**src/rtl/uart_pkg.sv**
```systemverilog
// Purpose: shared constants, FSM encoding and helpers for the UART receive controller.
// Latency: none (declarations only).
// Backpressure: not applicable.
package uart_pkg;

   localparam logic [5:0] PRESCALE_8  = 6'd8;
   localparam logic [5:0] PRESCALE_16 = 6'd16;
   localparam logic [5:0] PRESCALE_32 = 6'd32;

   // Worst-case frame: start + 8 data + parity + stop.
   localparam int FRAME_BITS = 11;

   // Quiet counter width; holds up to 511, above the 352-cycle worst case.
   localparam int QUIET_W = 9;

   typedef enum logic {
      S_RUN   = 1'b0,
      S_APPLY = 1'b1
   } state_t;

   function automatic logic prescale_legal(input logic [5:0] ps);
      return (ps == PRESCALE_8) || (ps == PRESCALE_16) || (ps == PRESCALE_32);
   endfunction

endpackage

```
**src/rtl/uart_rx_fifo.sv**
```systemverilog
// Purpose: small synchronous byte FIFO with level and sticky overflow.
// Latency: a push is visible at the head one cycle later (registered head, no fall-through).
// Backpressure: pop only when not empty; a push into a full FIFO without a pop is dropped and flags ovf.
module uart_rx_fifo #(
   parameter int DEPTH = 4,
   parameter int DW    = 8,
   parameter int LW    = $clog2(DEPTH + 1)
) (
   input  logic          clk,
   input  logic          rst,
   input  logic          push,
   input  logic [DW-1:0] push_data,
   input  logic          pop_req,
   input  logic          ovf_clr,
   output logic [DW-1:0] rd_data,
   output logic          rd_valid,
   output logic          full,
   output logic [LW-1:0] level,
   output logic          ovf
);

   localparam int AW = $clog2(DEPTH);

   logic [DW-1:0] mem [DEPTH];
   logic [AW-1:0] wr_ptr;
   logic [AW-1:0] rd_ptr;
   logic          empty;
   logic          pop;
   logic          push_ok;
   logic          drop;

   assign empty    = (level == '0);
   assign full     = (level == LW'(DEPTH));
   assign pop      = pop_req & ~empty;
   // A simultaneous pop frees the head slot, so a push into a full FIFO still lands.
   assign push_ok  = push & (~full | pop);
   assign drop     = push & full & ~pop;
   assign rd_valid = ~empty;
   assign rd_data  = mem[rd_ptr];

   // Storage, pointers (natural power-of-two wrap), occupancy and sticky overflow.
   always_ff @(posedge clk) begin
      if (rst) begin
         for (int i = 0; i < DEPTH; i++) mem[i] <= '0;
         wr_ptr <= '0;
         rd_ptr <= '0;
         level  <= '0;
         ovf    <= 1'b0;
      end else begin
         if (push_ok) begin
            mem[wr_ptr] <= push_data;
            wr_ptr      <= wr_ptr + 1'b1;
         end
         if (pop) rd_ptr <= rd_ptr + 1'b1;
         if (push_ok && !pop)      level <= level + 1'b1;
         else if (pop && !push_ok) level <= level - 1'b1;
         // A fresh overflow outranks a coincident clear.
         if (drop)         ovf <= 1'b1;
         else if (ovf_clr) ovf <= 1'b0;
      end
   end

endmodule

```
**src/rtl/uart_rx_ctrl.sv**
```systemverilog
// Purpose: holds UART_RX settings, applies new ones only after a full idle frame, buffers received bytes.
// Latency: config applies 1 cycle after idle is reached, receiver held in reset 2 cycles; bytes readable 1 cycle after data_valid.
// Backpressure: ready/valid read port; bytes arriving into a full FIFO without a pop are dropped and flag ovf.
module uart_rx_ctrl #(
   parameter int DEPTH      = 4,
   parameter int FRAME_BITS = uart_pkg::FRAME_BITS
) (
   input  logic                       CLK,
   input  logic                       RST,
   input  logic                       RX_IN,
   input  logic                       cfg_wr,
   input  logic [5:0]                 cfg_prescale,
   input  logic                       cfg_par_en,
   input  logic                       cfg_par_typ,
   output logic                       cfg_busy,
   output logic                       cfg_err,
   output logic [5:0]                 prescale,
   output logic                       PAR_EN,
   output logic                       PAR_TYP,
   output logic                       rx_rst_n,
   input  logic [7:0]                 P_DATA,
   input  logic                       data_valid,
   output logic [7:0]                 rd_data,
   output logic                       rd_valid,
   input  logic                       rd_ready,
   output logic [$clog2(DEPTH+1)-1:0] level,
   output logic                       ovf,
   input  logic                       ovf_clr
);

   import uart_pkg::*;

   state_t             state_q;
   state_t             state_d;
   logic               phase_q;
   logic               go_apply;
   logic               pend_q;
   logic [5:0]         pend_ps;
   logic               pend_en;
   logic               pend_typ;
   logic [QUIET_W-1:0] quiet_q;
   logic [15:0]        idle_thr;
   logic               idle;
   logic               wr_legal;
   logic               cfg_err_q;
   logic               fifo_full;

   assign wr_legal = cfg_wr & prescale_legal(cfg_prescale);
   // Idle threshold tracks the prescale currently in force (88/176/352 cycles).
   assign idle_thr = 16'(FRAME_BITS) * {10'd0, prescale};
   assign idle     = {{(16-QUIET_W){1'b0}}, quiet_q} >= idle_thr;

   assign cfg_busy = pend_q | (state_q == S_APPLY);
   assign cfg_err  = cfg_err_q;
   assign rx_rst_n = ~RST & (state_q != S_APPLY);

   // Next-state logic: leave RUN when a pending config meets an idle line; APPLY lasts two cycles.
   always_comb begin
      state_d  = state_q;
      go_apply = 1'b0;
      case (state_q)
         S_RUN: begin
            if (pend_q && idle) begin
               state_d  = S_APPLY;
               go_apply = 1'b1;
            end
         end
         S_APPLY: begin
            if (phase_q) state_d = S_RUN;
         end
         default: state_d = S_RUN;
      endcase
   end

   // State register plus the second-cycle marker for APPLY.
   always_ff @(posedge CLK) begin
      if (RST) begin
         state_q <= S_RUN;
         phase_q <= 1'b0;
      end else begin
         state_q <= state_d;
         phase_q <= (state_q == S_APPLY) && !phase_q;
      end
   end

   // Pending/active configuration; a write landing on the apply edge stays pending for the next round.
   always_ff @(posedge CLK) begin
      if (RST) begin
         pend_q    <= 1'b0;
         pend_ps   <= PRESCALE_8;
         pend_en   <= 1'b0;
         pend_typ  <= 1'b0;
         prescale  <= PRESCALE_8;
         PAR_EN    <= 1'b0;
         PAR_TYP   <= 1'b0;
         cfg_err_q <= 1'b0;
      end else begin
         cfg_err_q <= cfg_wr & ~wr_legal;
         if (go_apply) begin
            prescale <= pend_ps;
            PAR_EN   <= pend_en;
            PAR_TYP  <= pend_typ;
         end
         if (wr_legal) begin
            pend_q   <= 1'b1;
            pend_ps  <= cfg_prescale;
            pend_en  <= cfg_par_en;
            pend_typ <= cfg_par_typ;
         end else if (go_apply) begin
            pend_q <= 1'b0;
         end
      end
   end

   // Saturating count of consecutive high line cycles; restarts on any low bit or an apply.
   always_ff @(posedge CLK) begin
      if (RST || go_apply || !RX_IN) begin
         quiet_q <= '0;
      end else if (quiet_q != '1) begin
         quiet_q <= quiet_q + 1'b1;
      end
   end

   uart_rx_fifo #(
      .DEPTH (DEPTH),
      .DW    (8)
   ) u_fifo (
      .clk       (CLK),
      .rst       (RST),
      .push      (data_valid),
      .push_data (P_DATA),
      .pop_req   (rd_ready),
      .ovf_clr   (ovf_clr),
      .rd_data   (rd_data),
      .rd_valid  (rd_valid),
      .full      (fifo_full),
      .level     (level),
      .ovf       (ovf)
   );

endmodule

```
**config.mk**
```make
export PLATFORM = sky130hd
export DESIGN_NAME = uart_rx_ctrl
export DESIGN_NICKNAME = d
export VERILOG_FILES = /design/src/rtl/uart_pkg.sv /design/src/rtl/uart_rx_fifo.sv /design/src/rtl/uart_rx_ctrl.sv
export SDC_FILE = /design/constraint.sdc
export NUM_CORES = 1
export LEC_CHECK = 0
export CAP_MARGIN = 25
export CORE_ASPECT_RATIO = 0.7
export CORE_UTILIZATION = 35
export CTS_BUF_LIST = sky130_fd_sc_hd__clkbuf_16
export CTS_CLUSTER_SIZE = 40
export DETAILED_ROUTE_END_ITERATION = 10
export PLACE_DENSITY = 0.55
export SLEW_MARGIN = 10
export SYNTH_ARGS = -nofsm -noshare
export SYNTH_HDL_FRONTEND = slang
export SYNTH_HIERARCHICAL = 1
export SYNTH_SLANG_ARGS = --single-unit
```
**constraint.sdc**
```tcl
create_clock -name CLK -period 4.1 [get_ports CLK]
set_input_delay 0.615 -clock CLK [delete_from_list [all_inputs] [get_ports CLK]]
set_output_delay 0.615 -clock CLK [all_outputs]
set_load 0.02 [all_outputs]
```
==> summary.txt, run 1 <==
Critical path
  – CP max stage delay: about 0.46 ns
  – Crit path capture type: flip-flop
  – R2R Setup Slk: around 0.38 ns
  – Critical path cell sequence: ha_1 > fa_1 > ha_1 > nor2b_1 > o21a_1 > o21ai_0 > nor4b_1 > a311oi_1 > ha_1 > o21ai_0 > nor4b_2 > o221a_1 > buf_12 > mux2i_1
  – CP startpoint kind: flip-flop
  – Most frequent CP cell: ha_1
  – Critical setup path kind: reg -> reg
  – Crit path DAT: 3.97 ns
  – R2R depth: 14
  – Worst r2r src: prescale[3]
  – Critical path data required time: roughly 4.4 ns
  – Slowest-stage cell, CP: fa_1
  – Crit path max fanout: 19
  – Worst R2R End: prescale[2]

Yosys
  – Syn Nets: approximately 370
  – Seq/Total Area, Yosys: 0.468
  – Mean Syn Cell Area: 11.7 um^2
  – Top cells by count, synth: dfxtp_1 (39), and2_1 (32), edfxtp_1 (32), ha_1 (28), nand2_1 (21)
  – Most frequent cell after synthesis: dfxtp_1
  – Top_reg_cell synth: dfxtp_1
  – Synth top area share: 0.258
  – Seq cells post-synth: 71
  – Synth warn: 6
  – Mapped Cells: 319
  – Post-synth EDFFs: 32
  – Synth cell types: 52
  – Post-synth top area cell: edfxtp_1
  – Ys async rst share: 0
  – Post-Syn Area: 3720 um^2
  – Top post-synthesis cells by area: edfxtp_1 (26%), dfxtp_1 (21%), ha_1 (9.4%)

GRT
  – Total congestion overflow: 0
  – First-pass GRT wire length: about 12 mm
  – Pin count of the biggest net entering global routing: 23
  – Vias in the first global route: approximately 2.4k
  – Initial antenna violation count: 0
  – Tot GR Track Use: 0.148

Clocking
  – Clock Pin Slew Worst Setup and Hold Paths: 0.06 ns
  – Clk_lat worst skew: 0.32 ns
  – CTS tree: yes
  – CTS Hold Bufs: 0
  – Number of CTS-inserted buffers: 9
  – Max H-tree Level: 3
  – Clock buffer depth: 2
  – Clock sink total: 71
  – Root Buffer: clkbuf_16

Hold path
  – HP Start: phase_q
  – Worst hold path endpoint: phase_q
  – Hold Path Class: reg -> reg
  – Hold depth: 1

STA
  – Setup TNS: 0 ns
  – Period minus WS final: roughly 3.7 ns
  – Final setup margin: 0.380 ns
  – Skew final: 0.00613 ns
  – RSZ-0062 raised after global routing: false
  – Final Setup Violations: 0
  – Achievable Freq: 0.269 GHz
  – Slew Limit Fails: 0
  – Slew headroom: 0.454
  – Final critical-path share of the clock period: 0.907
  – Worst slew pin tran: 0.816 ns
  – Final hold viol count: 0

Power and ir drop
  – Worst vdd ir: 0.323 mV
  – Leak: between 0.0015 and 0.002 uW
  – PD cells: between 400 and 500 nW/um^2

Die
  – Die Span X: between 100 and 150 um
  – Core Area: 10,400 um^2
  – Die ar.: 11,100 um^2
  – Effective utilization at floorplan: 0.359
  – Io pins: 47
  – # rows: 31
  – Die Y: 88.3 um

Final layout
  – Cell area after layout: 4600 um^2
  – Fillers: 1,009
  – # diodes: 0
  – Layout cell share with drive strength beyond 1: 0.125
  – Layout net count: 427
  – Layout area overhead: 23.7%
  – Sequential cell area: around 1700 um^2
  – Footprint of the multi-input gates: 1870 um^2

Routing
  – DRT Pass-1 Iters: 7
  – Wire length per cell: about 15 um
  – Number of DRC markers in iteration 0: 119
  – DR vias: 2,490
  – Via density: between 4 and 5
  – DR DRC count: 3
  – Final ANT Viol Nets: 0
  – Final wirelength: 7.61 mm

Placement
  – Port Buffers: 46
  – DP Worst Slack: 0.344 ns
  – Placed Instance Area: 4340 um^2
  – GPL Wtd Cong: 0.693
  – Dpl hpwl: 5.39 mm

Flow run
  – Count of maximum capacitance violations: 0

Run status
  – Status: complete, but fails checks
  – Failing checks: design-rule violations
-- registers in the layout (all words and copies together), names as in the netlist, 2 cells and up, named ones only --
name and cells:
prescale 6, pend_ps 6, quiet_q 9, u_fifo/level 3, u_fifo/rd_ptr 2, u_fifo/wr_ptr 2, u_fifo/mem 32
-- metal layers --
metal / GRT usage / part of all wire / routed length (um) / vias to the layer above
met5: 0 / 0 / 0 / -
met4: 0.0499 / 0.011 / 80 / 0
met3: 0.0423 / 0.032 / 244 / 7
met2: 0.217 / 0.41 / 3120 / 44
met1: 0.209 / 0.55 / 4160 / 1186
li1: - / - / - / 1253
-- report_power, final --
part,leakage (uW),internal (uW),switching [uW]
Sequential,0.000652,807,78.2
Clock,0.000139,399,285
Combinational,0.00105,236,199
Total,0.00184,1440,563
-- cells in the final DEF (no fill, tap or decap), drive strengths merged, types with 6 or more instances in the layout --
cell / Yosys / final
nand2: 21 / 21
nor2: 20 / 20
buf: 4 / 6
mux2i: 16 / 16
nor3: 11 / 11
inv: 15 / 18
ha: 28 / 28
xor2: 12 / 12
dfxtp: 39 / 39
o21ai: 8 / 8
and2: 32 / 32
edfxtp: 32 / 32
clkbuf: 6 / 9
mux4: 8 / 8
clkdlybuf4s50: 0 / 46
-- how the worst max path moves through the flow --
stage           startpoint           to  slack [ns]
2_1_floorplan  prescale[3]       pend_q        0.49
3_3_place_gp   prescale[3]  prescale[3]        0.52
3_5_place_dp   prescale[3]       PAR_EN        0.34
4_1_cts        prescale[3]  prescale[2]        0.31
5_1_grt        prescale[1]  prescale[0]        0.03
6_report       prescale[3]  prescale[2]        0.38
-- through the flow --
stage                     hold slack (ns)  utilization  power (uW)  std cells
after global routing                0.435        0.445        2110        509
after detailed placement            0.397        0.419        1340        493
after CTS                           0.405        0.444        2040        509
final                               0.400        0.445        2000        509
after floorplan                     0.384            -        1150        319
after global placement              0.391        0.419        1330        492
-- cells by family (layout without fill, tap and decap cells) --
family / count (synthesis) / in the layout / synth area share
AOI/OAI and AO/OA: 31 / 31 / 0.0578
and+or+nand+nor: 118 / 118 / 0.191
adders and majority gates: 32 / 32 / 0.116
DFF: 71 / 71 / 0.468
xor gates and xnor gates: 16 / 16 / 0.0377
buffers and inverters: 25 / 83 / 0.0319
muxes: 26 / 26 / 0.0975
-- worst max-delay path, delay by kind of cell (launching register included) --
family          cells  cell delay, ns
flops               1            0.42
buf+inv             1            0.19
fa+ha+maj           4            1.39
simple gates        3            0.65
compound gates      5            0.81
mux                 1            0.20
-- layout make-up --
class                   count  share of cell area
clock inverters             7             0.00734
flip-flops and latches     71               0.378
repair buffers             52               0.112
well taps                 132              0.0359
multi-input cells         223               0.405
inverters                  15              0.0122
clock buffers               9              0.0489
-- what timing repair did --
item / 4_1_cts / 5_1_grt
buffers inserted: 0 / 0
gates resized for setup: 0 / 1
endpoints found under the setup margin: 0 / 9
Power figures use the tool's default switching activity.
==> run 2, diff against run 1 <==
CAP_MARGIN = 20   (was 25)
CORE_MARGIN = 5   (was unset)
==> run 2 against run 1 <==
  * The flow now finishes without violations
  * Count of clock-buffer cells in the layout did not move
  * Register-to-register slack got worse by 0.03 ns
  * Sequential power hardly changed
  * Combinational power hardly changed
  * Utilization up 0.14 points
  * Critical path depth unchanged
  * Cell area is 0.33% higher
  * Clock skew shrank 0.0019 ns
  * Global-route usage down 1.7 points
  * Fmax shrank 0.76%
  * Setup slack got worse by 0.028 ns
  * Flip-flop and latch count is the same
  * Critical endpoint is now prescale[0]
  * Largest power group unchanged
==> summary.txt, run 2 (synthesized netlist as in run 1, its figures left out) <==
Critical path
  – R2R Setup Slk: about 0.35 ns
  – Worst r2r src: prescale[1]
  – Most frequent CP cell: ha_1
  – Worst R2R End: prescale[0]
  – Crit path max fanout: 14
  – Critical path cell sequence: ha_1 > fa_1 > ha_1 > nor2b_1 > o21a_1 > o21ai_0 > nand2b_1 > a311oi_1 > ha_1 > o21ai_0 > nor4b_1 > o221a_1 > buf_4 > mux2i_1
  – CP max stage delay: 0.46 ns
  – Crit path capture type: flip-flop
  – Crit path DAT: roughly 4.0 ns
  – Slowest-stage cell, CP: fa_1
  – CP startpoint kind: flip-flop
  – R2R depth: 14
  – Critical path data required time: around 4.4 ns
  – Critical setup path kind: reg -> reg

Clocking
  – Clock sink total: 71
  – Post-cts sizing count: 0
  – Clock Pin Slew Worst Setup and Hold Paths: 0.06 ns
  – Number of CTS-inserted buffers: 9
  – Post-CTS setup buffers: 0
  – CTS Hold Bufs: 0
  – Clock buffer depth: 2
  – Clk_lat worst skew: roughly 0.33 ns
  – Max H-tree Level: 3
  – CTS tree: yes
  – Root Buffer: clkbuf_16

Final layout
  – Layout cell share with drive strength beyond 1: 0.125
  – Largest registers: u_fifo/mem x32, quiet_q x9
  – Most common cell after layout, fill and taps aside: clkdlybuf4s50_1
  – Cell area after layout: 4620 um^2
  – Commonest non-fill, non-tap cells in the layout: clkdlybuf4s50_1 (46), dfxtp_1 (39), and2_1 (32), edfxtp_1 (32), ha_1 (28)
  – Largest register FFs: 32
  – Fillers: 953
  – Biggest register: u_fifo/mem
  – Non-Filler Instances: 508
  – Layout area overhead: 24.1%
  – # diodes: 0
  – Layout net count: around 430

GRT
  – Total congestion overflow: 0
  – Pin count of the biggest net entering global routing: 23
  – Met3 usage: 0.0439
  – First-pass GRT wire length: approximately 13 mm
  – Initial antenna violation count: 0
  – Vias in the first global route: 2,532
  – M1 GR Usage: 0.183
  – Tot GR Track Use: 0.130
  – Met2 Use GR: 0.187
  – GRT Max-Usage Layer: met2

Die
  – Die ar.: 12,800 um^2
  – Io pins: 47
  – # rows: 31
  – Die Y: between 90 and 100 um
  – Core Area: roughly 10,000 um^2
  – Die Span X: 133 um
  – Effective utilization at floorplan: 0.359

STA
  – Achievable Freq: between 0.2 and 0.3 GHz
  – Skew final: 0.00425 ns
  – Setup TNS: 0 ns
  – Final Setup Violations: 0
  – Worst slew pin tran: 0.996 ns
  – Final hold viol count: 0
  – RSZ-0062 raised after global routing: false
  – Period minus WS final: 3.75 ns
  – Slew Limit Fails: 0
  – Final critical-path share of the clock period: 0.914
  – Slew headroom: 0.334

Routing
  – Number of DRC markers in iteration 0: around 110
  – DRT Pass-1 Iters: 4
  – DR DRC count: 0
  – Wire length per cell: 15.4 um
  – Via density: a little under 5
  – Final wirelength: 7.83 mm
  – DR vias: 2,481
  – Final ANT Viol Nets: 0

Placement
  – Placed Instance Area: 4320 um^2
  – Dpl hpwl: 5.55 mm
  – Placed insts: about 500
  – Port Buffers: 46
  – GPL Wtd Cong: approximately 0.74

Power and ir drop
  – PD cells: ~450 nW/um^2
  – Pint: 1510 uW
  – Leak: about 0.0018 uW
  – Sw frac: 0.277
  – Comb power frac: 0.210
  – Clk network pwr share: 0.365
  – Worst vdd ir: 0.318 mV
  – Reported net switching power: about 580 uW
  – Share of total power in sequential cells: 0.426

Hold path
  – Hold Path Class: reg -> reg
  – HP Start: phase_q
  – Hold depth: 1
  – Worst hold path endpoint: phase_q

Run status
  – Status: finished clean

Flow run
  – Count of maximum capacitance violations: 0
## run 2: cell types whose count changed in the layout (fill, tap and decap cells not counted), sizes merged
cell and change:
buf -1, bufinv +1, clkinv -1, clkinvlp +1, inv -1
## run 2: worst max-delay path, delay by kind of cell (launching register included)
family,cells,cell delay (ns)
mux,1,0.20
fa+ha+maj,4,1.33
flops,1,0.43
buf+inv,1,0.26
simple gates,3,0.49
compound gates,5,0.96
## run 2: worst max-delay path by stage
stage	from	to	slack [ns]	cells after the start
floorplan	prescale[3]	pend_q	0.49	15
global placement	prescale[1]	prescale[0]	0.48	14
detailed placement	prescale[1]	PAR_TYP	0.31	14
CTS	prescale[1]	prescale[0]	0.26	14
global route	prescale[3]	PAR_EN	0.01	14
finish	prescale[1]	prescale[0]	0.35	14
## run 2: routing by layer
metal | wire length (um) | share of wire
met2 | 3280 | 0.42
met1 | 4090 | 0.52
met4 | 107 | 0.014
met5 | 0 | 0
met3 | 357 | 0.046
## run 2: power groups by stage
stage | registers (uW) | logic (uW) | clock network, uW
2_1_floorplan | 878 | 277 | 0
3_3_place_gp | 901 | 434 | 0
3_5_place_dp | 904 | 440 | 0
4_1_cts | 889 | 443 | 788
5_1_grt | 902 | 477 | 826
6_report | 887 | 437 | 760
## run 2: layout make-up
class | instances | area [um^2] | share of cell area
Sequential cell | 71 | 1740 | 0.377
Tap cell | 132 | 165 | 0.0358
Timing Repair Buffer | 51 | 498 | 0.108
Clock inverter | 7 | 66.3 | 0.0144
Multi-Input combinational cell | 223 | 1870 | 0.404
Inverter | 15 | 56.3 | 0.0122
Clock buffer | 9 | 225 | 0.0488
## run 2: metrics by stage
step	hold WS (ns)	power, uW	worst slack, ns	util
after global placement	0.391	1330	0.476	0.417
after global routing	0.430	2200	0.0119	0.446
after CTS	0.403	2120	0.264	0.445
after detailed placement	0.395	1340	0.314	0.417
final	0.400	2080	0.352	0.446
after floorplan	0.384	1150	0.494	-
==> run 3, diff against run 2 <==
CORE_UTILIZATION = 55   (was 35)
PLACE_DENSITY = 0.79   (was 0.55)
==> run 3 against run 2 <==
  * Utilization increased by 24 points
  * Die area is 33% lower
  * Sequential share of layout area up 0.35 points
  * Combinational power up 0.9%
  * Flip-flop and latch count did not move
  * Clock skew up 0.00054 ns
  * Fmax is 1.0% lower
  * First-iteration DRC count increased by 15%
  * Global-route usage up 6.2 points
  * Via count grew 1.6%
  * Setup slack worse by 0.038 ns
  * Critical path type unchanged
==> summary.txt, run 3 (synthesized netlist as in run 1, its figures left out) <==
Clocking
  – Clk_lat worst skew: 0.32 ns
  – Clock Pin Slew Worst Setup and Hold Paths: 0.06 ns
  – Post-cts sizing count: 0
  – Post-CTS setup buffers: 0
  – Clock sink total: 71
  – CTS tree: yes
  – CTS Hold Bufs: 0
  – Root Buffer: clkbuf_16
  – Max H-tree Level: 3
  – Clock buffer depth: 2
  – Number of CTS-inserted buffers: 9

Routing
  – Final ANT Viol Nets: 0
  – DR vias: about 2.5k
  – Via density: 5.37
  – Final wirelength: 7.45 mm
  – Wire length per cell: about 16 um
  – DR DRC count: 0
  – DRT Pass-1 Iters: 4
  – Number of DRC markers in iteration 0: 124

GRT
  – Total congestion overflow: 0
  – Vias in the first global route: 2,585
  – Pin count of the biggest net entering global routing: 28
  – Tot GR Track Use: 0.192
  – Initial antenna violation count: 0
  – First-pass GRT wire length: 12.6 mm

Critical path
  – Critical path data required time: 4.35 ns
  – Crit path capture type: flip-flop
  – Crit path max fanout: 19
  – Critical setup path kind: reg -> reg
  – CP startpoint kind: flip-flop
  – Crit path DAT: 4.04 ns

STA
  – Worst slew pin tran: 0.957 ns
  – Setup TNS: 0 ns
  – Final Setup Violations: 0
  – Skew final: 0.00478 ns
  – Period minus WS final: between 3 and 4 ns
  – Achievable Freq: 0.264 GHz
  – Slew Limit Fails: 0
  – Final hold viol count: 0
  – Slew headroom: 0.360
  – Final setup margin: approximately 0.31 ns
  – Fin Hold WS: between 0.4 and 0.5 ns
  – RSZ-0062 raised after global routing: false
  – Final critical-path share of the clock period: 0.923

Placement
  – Dpl hpwl: between 5 and 6 mm
  – Port Buffers: 46
  – DP Worst Slack: ~0.37 ns
  – GPL Wtd Cong: 0.778

Die
  – Core Area: 6660 um^2
  – Die Y: 78.8 um
  – Io pins: 47
  – Die Span X: 108 um
  – # rows: 25
  – Effective utilization at floorplan: 0.558
  – Die ar.: 8540 um^2

Run status
  – Status: finished clean

Final layout
  – Most common cell after layout, fill and taps aside: clkdlybuf4s50_1
  – Layout cell share with drive strength beyond 1: 0.125
  – Layout area overhead: 23.0%
  – Largest registers: u_fifo/mem x32, quiet_q x9
  – Largest register FFs: 32
  – # diodes: 0
  – Commonest non-fill, non-tap cells in the layout: clkdlybuf4s50_1 (46), dfxtp_1 (39), and2_1 (32), edfxtp_1 (32), ha_1 (28)
  – Biggest register: u_fifo/mem
  – Layout net count: 425

Power and ir drop
  – Leak: 0.00183 uW
  – PD cells: 456 nW/um^2
  – Worst vdd ir: 0.451 mV

Hold path
  – Hold Path Class: reg -> reg

Flow run
  – Count of maximum capacitance violations: 0
## run 3: cell types whose count changed in the layout (fill, tap and decap cells not counted), sizes merged
| cell | previous run | this run |
|---|---|---|
| clkinv | 2 | 3 |
| buf | 5 | 4 |
| inv | 17 | 16 |
## run 3: path summary, 6_finish.rpt
kind | startpoint | endpoint | slack, ns | depth (start not counted)
max | prescale[1] | prescale[4] | 0.31 | 14
min | phase_q | phase_q | 0.40 | 1
max reg2reg | prescale[1] | prescale[4] | 0.31 | 14
min reg2reg | phase_q | phase_q | 0.40 | 1
## run 3: worst max-delay path: stages, from the launching register on
cell and delay, ns:
dfxtp_1 0.42, ha_1 0.28, fa_1 0.47, ha_1 0.36, nor2b_1 0.15, o21a_1 0.17
o21ai_0 0.20, nor4b_1 0.29, a311oi_1 0.10, ha_1 0.29, o21ai_0 0.06, nor4b_1 0.25
o221a_1 0.27, buf_12 0.19, mux2i_1 0.20
## run 3: area by class of cell
class | instances | area, um^2
clock buffers | 9 | 225
clock inverters | 7 | 72.6
fillers | 525 | 2090
inverters | 15 | 56.3
multi-input cells | 223 | 1860
flip-flops and latches | 71 | 1740
well taps | 94 | 118
repair buffers | 50 | 503
## run 3: where the power goes
part	internal, uW	leakage (uW)	switching, uW
clock	471	0.000142	292
sequential	807	0.000652	78.1
combinational	236	0.00104	205
total	1510	0.00183	575
## run 3: per-layer routing
metal,wire (um),up-vias,global-route usage
li1,-,1249,-
met5,0,-,0
met4,72,0,0.0492
met1,3480,1217,0.263
met3,334,6,0.0496
met2,3560,48,0.306
## run 3: per-stage QoR
stage	power, uW	area (um^2)	utilization	cells
2_1_floorplan	1150	3720	-	319
3_3_place_gp	1330	4280	0.642	453
3_5_place_dp	1340	4280	0.642	453
4_1_cts	2110	4580	0.687	469
5_1_grt	2190	4580	0.687	469
6_report	2090	4580	0.687	469
